<file path="config.mk">
export PLATFORM = sky130hd
export DESIGN_NAME = phase_sequencer
export DESIGN_NICKNAME = d
export VERILOG_FILES = /design/src/rtl/phase_sequencer.sv
export SDC_FILE = /design/constraint.sdc
export NUM_CORES = 1
export LEC_CHECK = 0
export BUFFER_PORTS_ARGS = -buffer_cell sky130_fd_sc_hd__buf_2
export CAP_MARGIN = 10
export CORE_MARGIN = 3
export CORE_UTILIZATION = 40
export CTS_CLUSTER_DIAMETER = 40
export CTS_CLUSTER_SIZE = 25
export DETAILED_ROUTE_END_ITERATION = 8
export PLACE_DENSITY_LB_ADDON = 0.08
export SLEW_MARGIN = 30
export SYNTH_ARGS = -nofsm -noshare
export SYNTH_HDL_FRONTEND = slang
export SYNTH_SLANG_ARGS = --single-unit
</file>
<file path="constraint.sdc">
create_clock -name CLK -period 2.35 [get_ports CLK]
set_input_delay 0.3525 -clock CLK [delete_from_list [all_inputs] [get_ports CLK]]
set_output_delay 0.3525 -clock CLK [all_outputs]
set_load 0.02 [all_outputs]
</file>
<file path="src/rtl/phase_sequencer.sv">
// Counts micro-steps inside the current instruction-cycle phase and issues one next-phase request per phase.
// Optional HALT/HALTED ports are compiled in when STATUS_SEQ_HALT_EN is defined.

module phase_sequencer #(
    parameter int unsigned FI_STEPS  = 3,
    parameter int unsigned EXC_STEPS = 2,
    parameter int unsigned MODE_W    = 3
) (
    input  logic              CLK,
    input  logic              RST,
    input  logic              FI,
    input  logic              SRC,
    input  logic              DST,
    input  logic              EXC,
    input  logic [MODE_W-1:0] SRC_MODE,
    input  logic [MODE_W-1:0] DST_MODE,
    input  logic              MEM_WAIT,
`ifdef STATUS_SEQ_HALT_EN
    input  logic              HALT,
    output logic              HALTED,
`endif
    output logic              FI0,
    output logic              SRC0,
    output logic              DST0,
    output logic              EXC0,
    output logic [2:0]        T,
    output logic              LAST,
    output logic              ERR
);

    localparam int unsigned T_W   = 3;
    localparam int unsigned REQ_W = 4;
    localparam int unsigned R_FI  = 0;
    localparam int unsigned R_SRC = 1;
    localparam int unsigned R_DST = 2;
    localparam int unsigned R_EXC = 3;
    localparam logic [T_W-1:0] FI_LAST  = T_W'(FI_STEPS - 1);
    localparam logic [T_W-1:0] EXC_LAST = T_W'(EXC_STEPS - 1);
    localparam logic [T_W-1:0] T_MAX    = '1;

    typedef enum logic [1:0] {
        ST_RUN = 2'd0,
        ST_REQ = 2'd1,
        ST_HLT = 2'd2
    } state_e;

    state_e           state_q, state_d;
    logic [T_W-1:0]   t_q, t_d;
    logic [REQ_W-1:0] req_q, req_d;
    logic             err_q, err_d;
`ifdef STATUS_SEQ_HALT_EN
    logic             halted_q, halted_d;
`endif

    logic             one_hot_c;
    logic             at_end_c;
    logic [T_W-1:0]   last_c;
    logic [REQ_W-1:0] next_req_c;

    // Final step index of a mode-driven phase; mode 0 is treated as a single step so it can never stall.
    function automatic logic [T_W-1:0] mode_last(input logic [MODE_W-1:0] mode);
        logic [31:0]    m;
        logic [T_W-1:0] r;
        m = 32'(mode);
        if (m <= 32'd1)      r = T_W'(0);
        else if (m <= 32'd3) r = T_W'(1);
        else                 r = T_W'(2);
        return r;
    endfunction

    // End-step and next-phase decode for the current phase.
    always_comb begin
        one_hot_c  = $onehot({FI, SRC, DST, EXC});
        last_c     = EXC_LAST;
        next_req_c = '0;
        if (FI) begin
            last_c = FI_LAST;
            if (SRC_MODE != '0)      next_req_c[R_SRC] = 1'b1;
            else if (DST_MODE != '0) next_req_c[R_DST] = 1'b1;
            else                     next_req_c[R_EXC] = 1'b1;
        end else if (SRC) begin
            last_c = mode_last(SRC_MODE);
            if (DST_MODE != '0) next_req_c[R_DST] = 1'b1;
            else                next_req_c[R_EXC] = 1'b1;
        end else if (DST) begin
            last_c = mode_last(DST_MODE);
            next_req_c[R_EXC] = 1'b1;
        end else begin
            next_req_c[R_FI] = 1'b1;
        end
        at_end_c = one_hot_c && (t_q >= last_c);
    end

    // Next-state logic; a pending error always resolves into an FI0 request.
    always_comb begin
        state_d  = state_q;
        t_d      = t_q;
        req_d    = '0;
        err_d    = 1'b0;
`ifdef STATUS_SEQ_HALT_EN
        halted_d = halted_q;
`endif
        case (state_q)
            ST_RUN: begin
                if (err_q) begin
                    state_d      = ST_REQ;
                    req_d[R_FI]  = 1'b1;
                    t_d          = '0;
                end else if (!one_hot_c) begin
                    err_d = 1'b1;
                    t_d   = '0;
                end else if (!MEM_WAIT) begin
                    if (at_end_c) begin
`ifdef STATUS_SEQ_HALT_EN
                        if (EXC && HALT) begin
                            state_d  = ST_HLT;
                            halted_d = 1'b1;
                        end else begin
                            state_d = ST_REQ;
                            req_d   = next_req_c;
                        end
`else
                        state_d = ST_REQ;
                        req_d   = next_req_c;
`endif
                    end else if (t_q != T_MAX) begin
                        t_d = t_q + T_W'(1);
                    end
                end
            end
            ST_REQ: begin
                state_d = ST_RUN;
                t_d     = '0;
            end
`ifdef STATUS_SEQ_HALT_EN
            ST_HLT: begin
                state_d = ST_HLT;
            end
`endif
            default: begin
                state_d = ST_RUN;
            end
        endcase
    end

    always_ff @(posedge CLK) begin
        if (RST) begin
            state_q  <= ST_RUN;
            t_q      <= '0;
            req_q    <= '0;
            err_q    <= 1'b0;
`ifdef STATUS_SEQ_HALT_EN
            halted_q <= 1'b0;
`endif
        end else begin
            state_q  <= state_d;
            t_q      <= t_d;
            req_q    <= req_d;
            err_q    <= err_d;
`ifdef STATUS_SEQ_HALT_EN
            halted_q <= halted_d;
`endif
        end
    end

    assign {EXC0, DST0, SRC0, FI0} = req_q;
    assign T    = t_q;
    assign ERR  = err_q;
    assign LAST = !RST && (state_q == ST_RUN) && !err_q && one_hot_c && (t_q == last_c);
`ifdef STATUS_SEQ_HALT_EN
    assign HALTED = halted_q;
`endif

endmodule
</file>
==> flow_summary.json <==
{
  "cts-root-buf": "clkbuf_4",
  "arrival_ns": 1.99,
  "status": "completed",
  "slowest_stage": "fa_1",
  "critPathBufInv": 4,
  "antenna_found_initial": 0,
  "synth.distinct_cells": 24,
  "postCtsHoldBufs": 0,
  "hold_viol": 0,
  "cts_buffer_depth": 2,
  "rrSetupSlack_ns": 0.46,
  "numCtsBuffers": 3,
  "die_area_um2": 1790,
  "ys_seq_elements": 9,
  "num_antenna_cells": 0,
  "cp_max_fo": 2,
  "p_per_area_nw_per_um2": 492,
  "p_switching_mw": 0.118,
  "skew_ns": 0.00188,
  "wl_per_cell_um": 11.4,
  "yosysTopAreaCell": "dfxtp_1",
  "finish.utilization_pct": 72.4,
  "dp_slack_ns": -0.151,
  "area_growth_syn_to_layout_pct": 60.7,
  "clk_pin_slew_worst_paths_ns": 0.06,
  "critical_path.top_delay_family": "adder cells",
  "r2r_start": "T[0]",
  "cp.required_ns": 2.00,
  "grt_start_max_net_pins": 7,
  "p_comb_share_pct": 33.0,
  "die_w_um": 42.3,
  "cp-end-kind": "output pin",
  "vias": 530,
  "r2r-end": "req_q[0]",
  "clkPwrFrac_pct": 26.9,
  "yosys_warnings": 0,
  "p_leak_nw": 0.419,
  "io_pins": 22,
  "crit_chain": "buf_8 > inv_4 > fa_1 > inv_2 > ha_4 > ha_4 > nor3b_4 > nand2_2 > nor3_4 > buf_6",
  "die_y_um": 42.3,
  "relSlewSlack_pct": 78.2,
  "syn-cell-area_um2": 528,
  "vias_per_cell": 4.82,
  "path_class": "in2out",
  "crit_path_frequent_cell": "ha_4",
  "core_area_um2": 1170,
  "crit_path_max_incr_delay_ns": 0.54,
  "worst_pin_slew_ns": 0.325,
  "start_kind": "input pin",
  "htree_levels": 1,
  "route.detailed.drc": 0,
  "synth_nets": 80,
  "synth_top_area_share_pct": 34.1,
  "route.antenna.remaining_nets": 0,
  "path_depth": 10,
  "finalNetCount": 118,
  "drtIter0Drc": 9,
  "syn_area_per_cell_um2": 8.95,
  "dpl.hpwl_mm": 1.02,
  "fillers": 103,
  "rsz0062_at_grt": "true",
  "grt_pass1_wl_mm": 2.18,
  "synth_seq_area_share_pct": 34.1,
  "port_buffers": 21,
  "cts_tree": "built",
  "internal_power_mw": 0.299,
  "finalCritPeriodShare_pct": 99.8,
  "cp-endpoint": "LAST",
  "finalSetupViolations": 0,
  "reg2reg_depth": 6,
  "start_util_pct": 45.1,
  "layout-drive-gt1-share_pct": 51.0,
  "wirelength_mm": 1.25,
  "min_period_ns": 2.34,
  "ir_drop_v": 0.000192,
  "slew_violations": 0,
  "hp-class": "in2reg",
  "min_from": "RST",
  "drv_cap": 0,
  "clk_latency_ns": 0.25,
  "fmax_mhz": 427,
  "num_rows": 12,
  "syn_inst": 59,
  "gp_routability_congestion": 0.766,
  "grt_usage_pct": 16.1,
  "crit_start": "DST",
  "setup_slack_ns": 0.00541,
  "clock-sinks": 9,
  "dr.pass1.iters": 4,
  "swShare_pct": 28.3,
  "p_seq_share_pct": 40.0,
  "synthTopCellsByArea": "dfxtp_1 (34%), ha_1 (17%), inv_1 (5.0%)",
  "grt_pass1_vias": 532,
  "grt_overflow": 0
}
-- routing by layer --
layer	wire length, um	global-route usage (%)	share of wire (%)
met4	0	9.32	0
met1	546	19.0	44
met3	56	2.58	4.5
met2	651	27.1	52
met5	0	0	0
-- Yosys cell counts --
| master | n |
|---|---|
| dfxtp_1 | 9 |
| ha_1 | 7 |
| inv_1 | 7 |
| nor2_1 | 6 |
| nand2_1 | 5 |
| nor3_1 | 5 |
| mux2i_1 | 2 |
| nand3b_1 | 2 |
| a211o_2 | 1 |
| a21boi_0 | 1 |
| a21o_1 | 1 |
| a21oi_1 | 1 |
| a21oi_2 | 1 |
| a31oi_1 | 1 |
| fa_1 | 1 |
| nor3b_1 | 1 |
| nor4_1 | 1 |
| o21ai_0 | 1 |
| o311a_1 | 1 |
| o31ai_1 | 1 |
| or2_2 | 1 |
| or2b_2 | 1 |
| or4_1 | 1 |
| xnor2_1 | 1 |
-- worst min-delay path: stages --
cell and delay, ns:
buf_2 0.09, nor2_1 0.06, nand2_1 0.08, nor2_1 0.04
-- sequential cells by signal (all words and copies together), names as in the netlist --
name     flops
ERR          1
T            3
req_q        4
state_q      1
-- placed cells by master (no fill, tap or decap), drive strengths merged, types with 2 or more instances in the layout --
| cell type | netlist | routed |
|---|---|---|
| a21oi | 2 | 2 |
| buf | 0 | 33 |
| clkbuf | 0 | 4 |
| dfxtp | 9 | 9 |
| ha | 7 | 7 |
| inv | 7 | 7 |
| mux2i | 2 | 2 |
| nand2 | 5 | 5 |
| nand3b | 2 | 2 |
| nor2 | 6 | 6 |
| nor3 | 5 | 5 |
-- worst min path at each step --
stage / end / slack [ns] / cells after the start
final: ERR / 0.43 / 4
after global routing: req_q[3] / 0.43 / 4
after CTS: req_q[1] / 0.41 / 3
after detailed placement: state_q[0] / 0.52 / 2
after global placement: state_q[0] / 0.51 / 2
after floorplan: req_q[1] / 0.51 / 2
-- power groups by stage --
stage	clock, mW	sequential, mW	combinational [mW]
4_1_cts	0.116	0.167	0.125
3_5_place_dp	0	0.170	0.107
2_1_floorplan	0	0.177	0.0532
5_1_grt	0.122	0.168	0.152
3_3_place_gp	0	0.170	0.104
6_report	0.112	0.167	0.138
-- final cells by class --
| cell class | instances | area (um2) | area share, % |
|---|---|---|---|
| multi-input combinational | 43 | 372 | 43.8 |
| timing repair buffer | 33 | 224 | 26.4 |
| sequential | 9 | 180 | 21.2 |
| inverter | 7 | 28.8 | 3.39 |
| clock buffer | 4 | 26.3 | 3.10 |
| tap | 14 | 17.5 | 2.06 |
-- kinds of logic (layout without fill, tap and decap cells) --
kind of cell    after synthesis  count (layout)  synth area share, %
compound gates                9               9                 12.8
xor+xnor                      1               1                 1.66
fa+ha+maj                     8               8                 20.4
buf+inv                       7              44                 4.98
flops                         9               9                 34.1
mux                           2               2                 3.79
simple gates                 23              23                 22.3
-- what timing repair did --
item                                    in CTS  in global routing
setup buffers                                2                  1
pin swaps                                    4                  4
resized for setup                           10                  5
cloned                                       0                  0
endpoints found under the setup margin       1                  1
-- metrics by stage --
| step | cells | setup TNS (ns) | total power, mW | cell area [um2] | hold slack [ns] |
|---|---|---|---|---|---|
| 2_1_floorplan | 59 | 0 | 0.231 | 547 | 0.508 |
| 6_report | 110 | 0 | 0.417 | 848 | 0.425 |
| 3_5_place_dp | 103 | -0.641 | 0.277 | 737 | 0.518 |
| 5_1_grt | 110 | -0.0600 | 0.443 | 848 | 0.427 |
| 3_3_place_gp | 103 | -0.520 | 0.275 | 737 | 0.510 |
| 4_1_cts | 109 | -0.0450 | 0.409 | 818 | 0.408 |
Note: power is estimated with default switching activity, not from simulation.
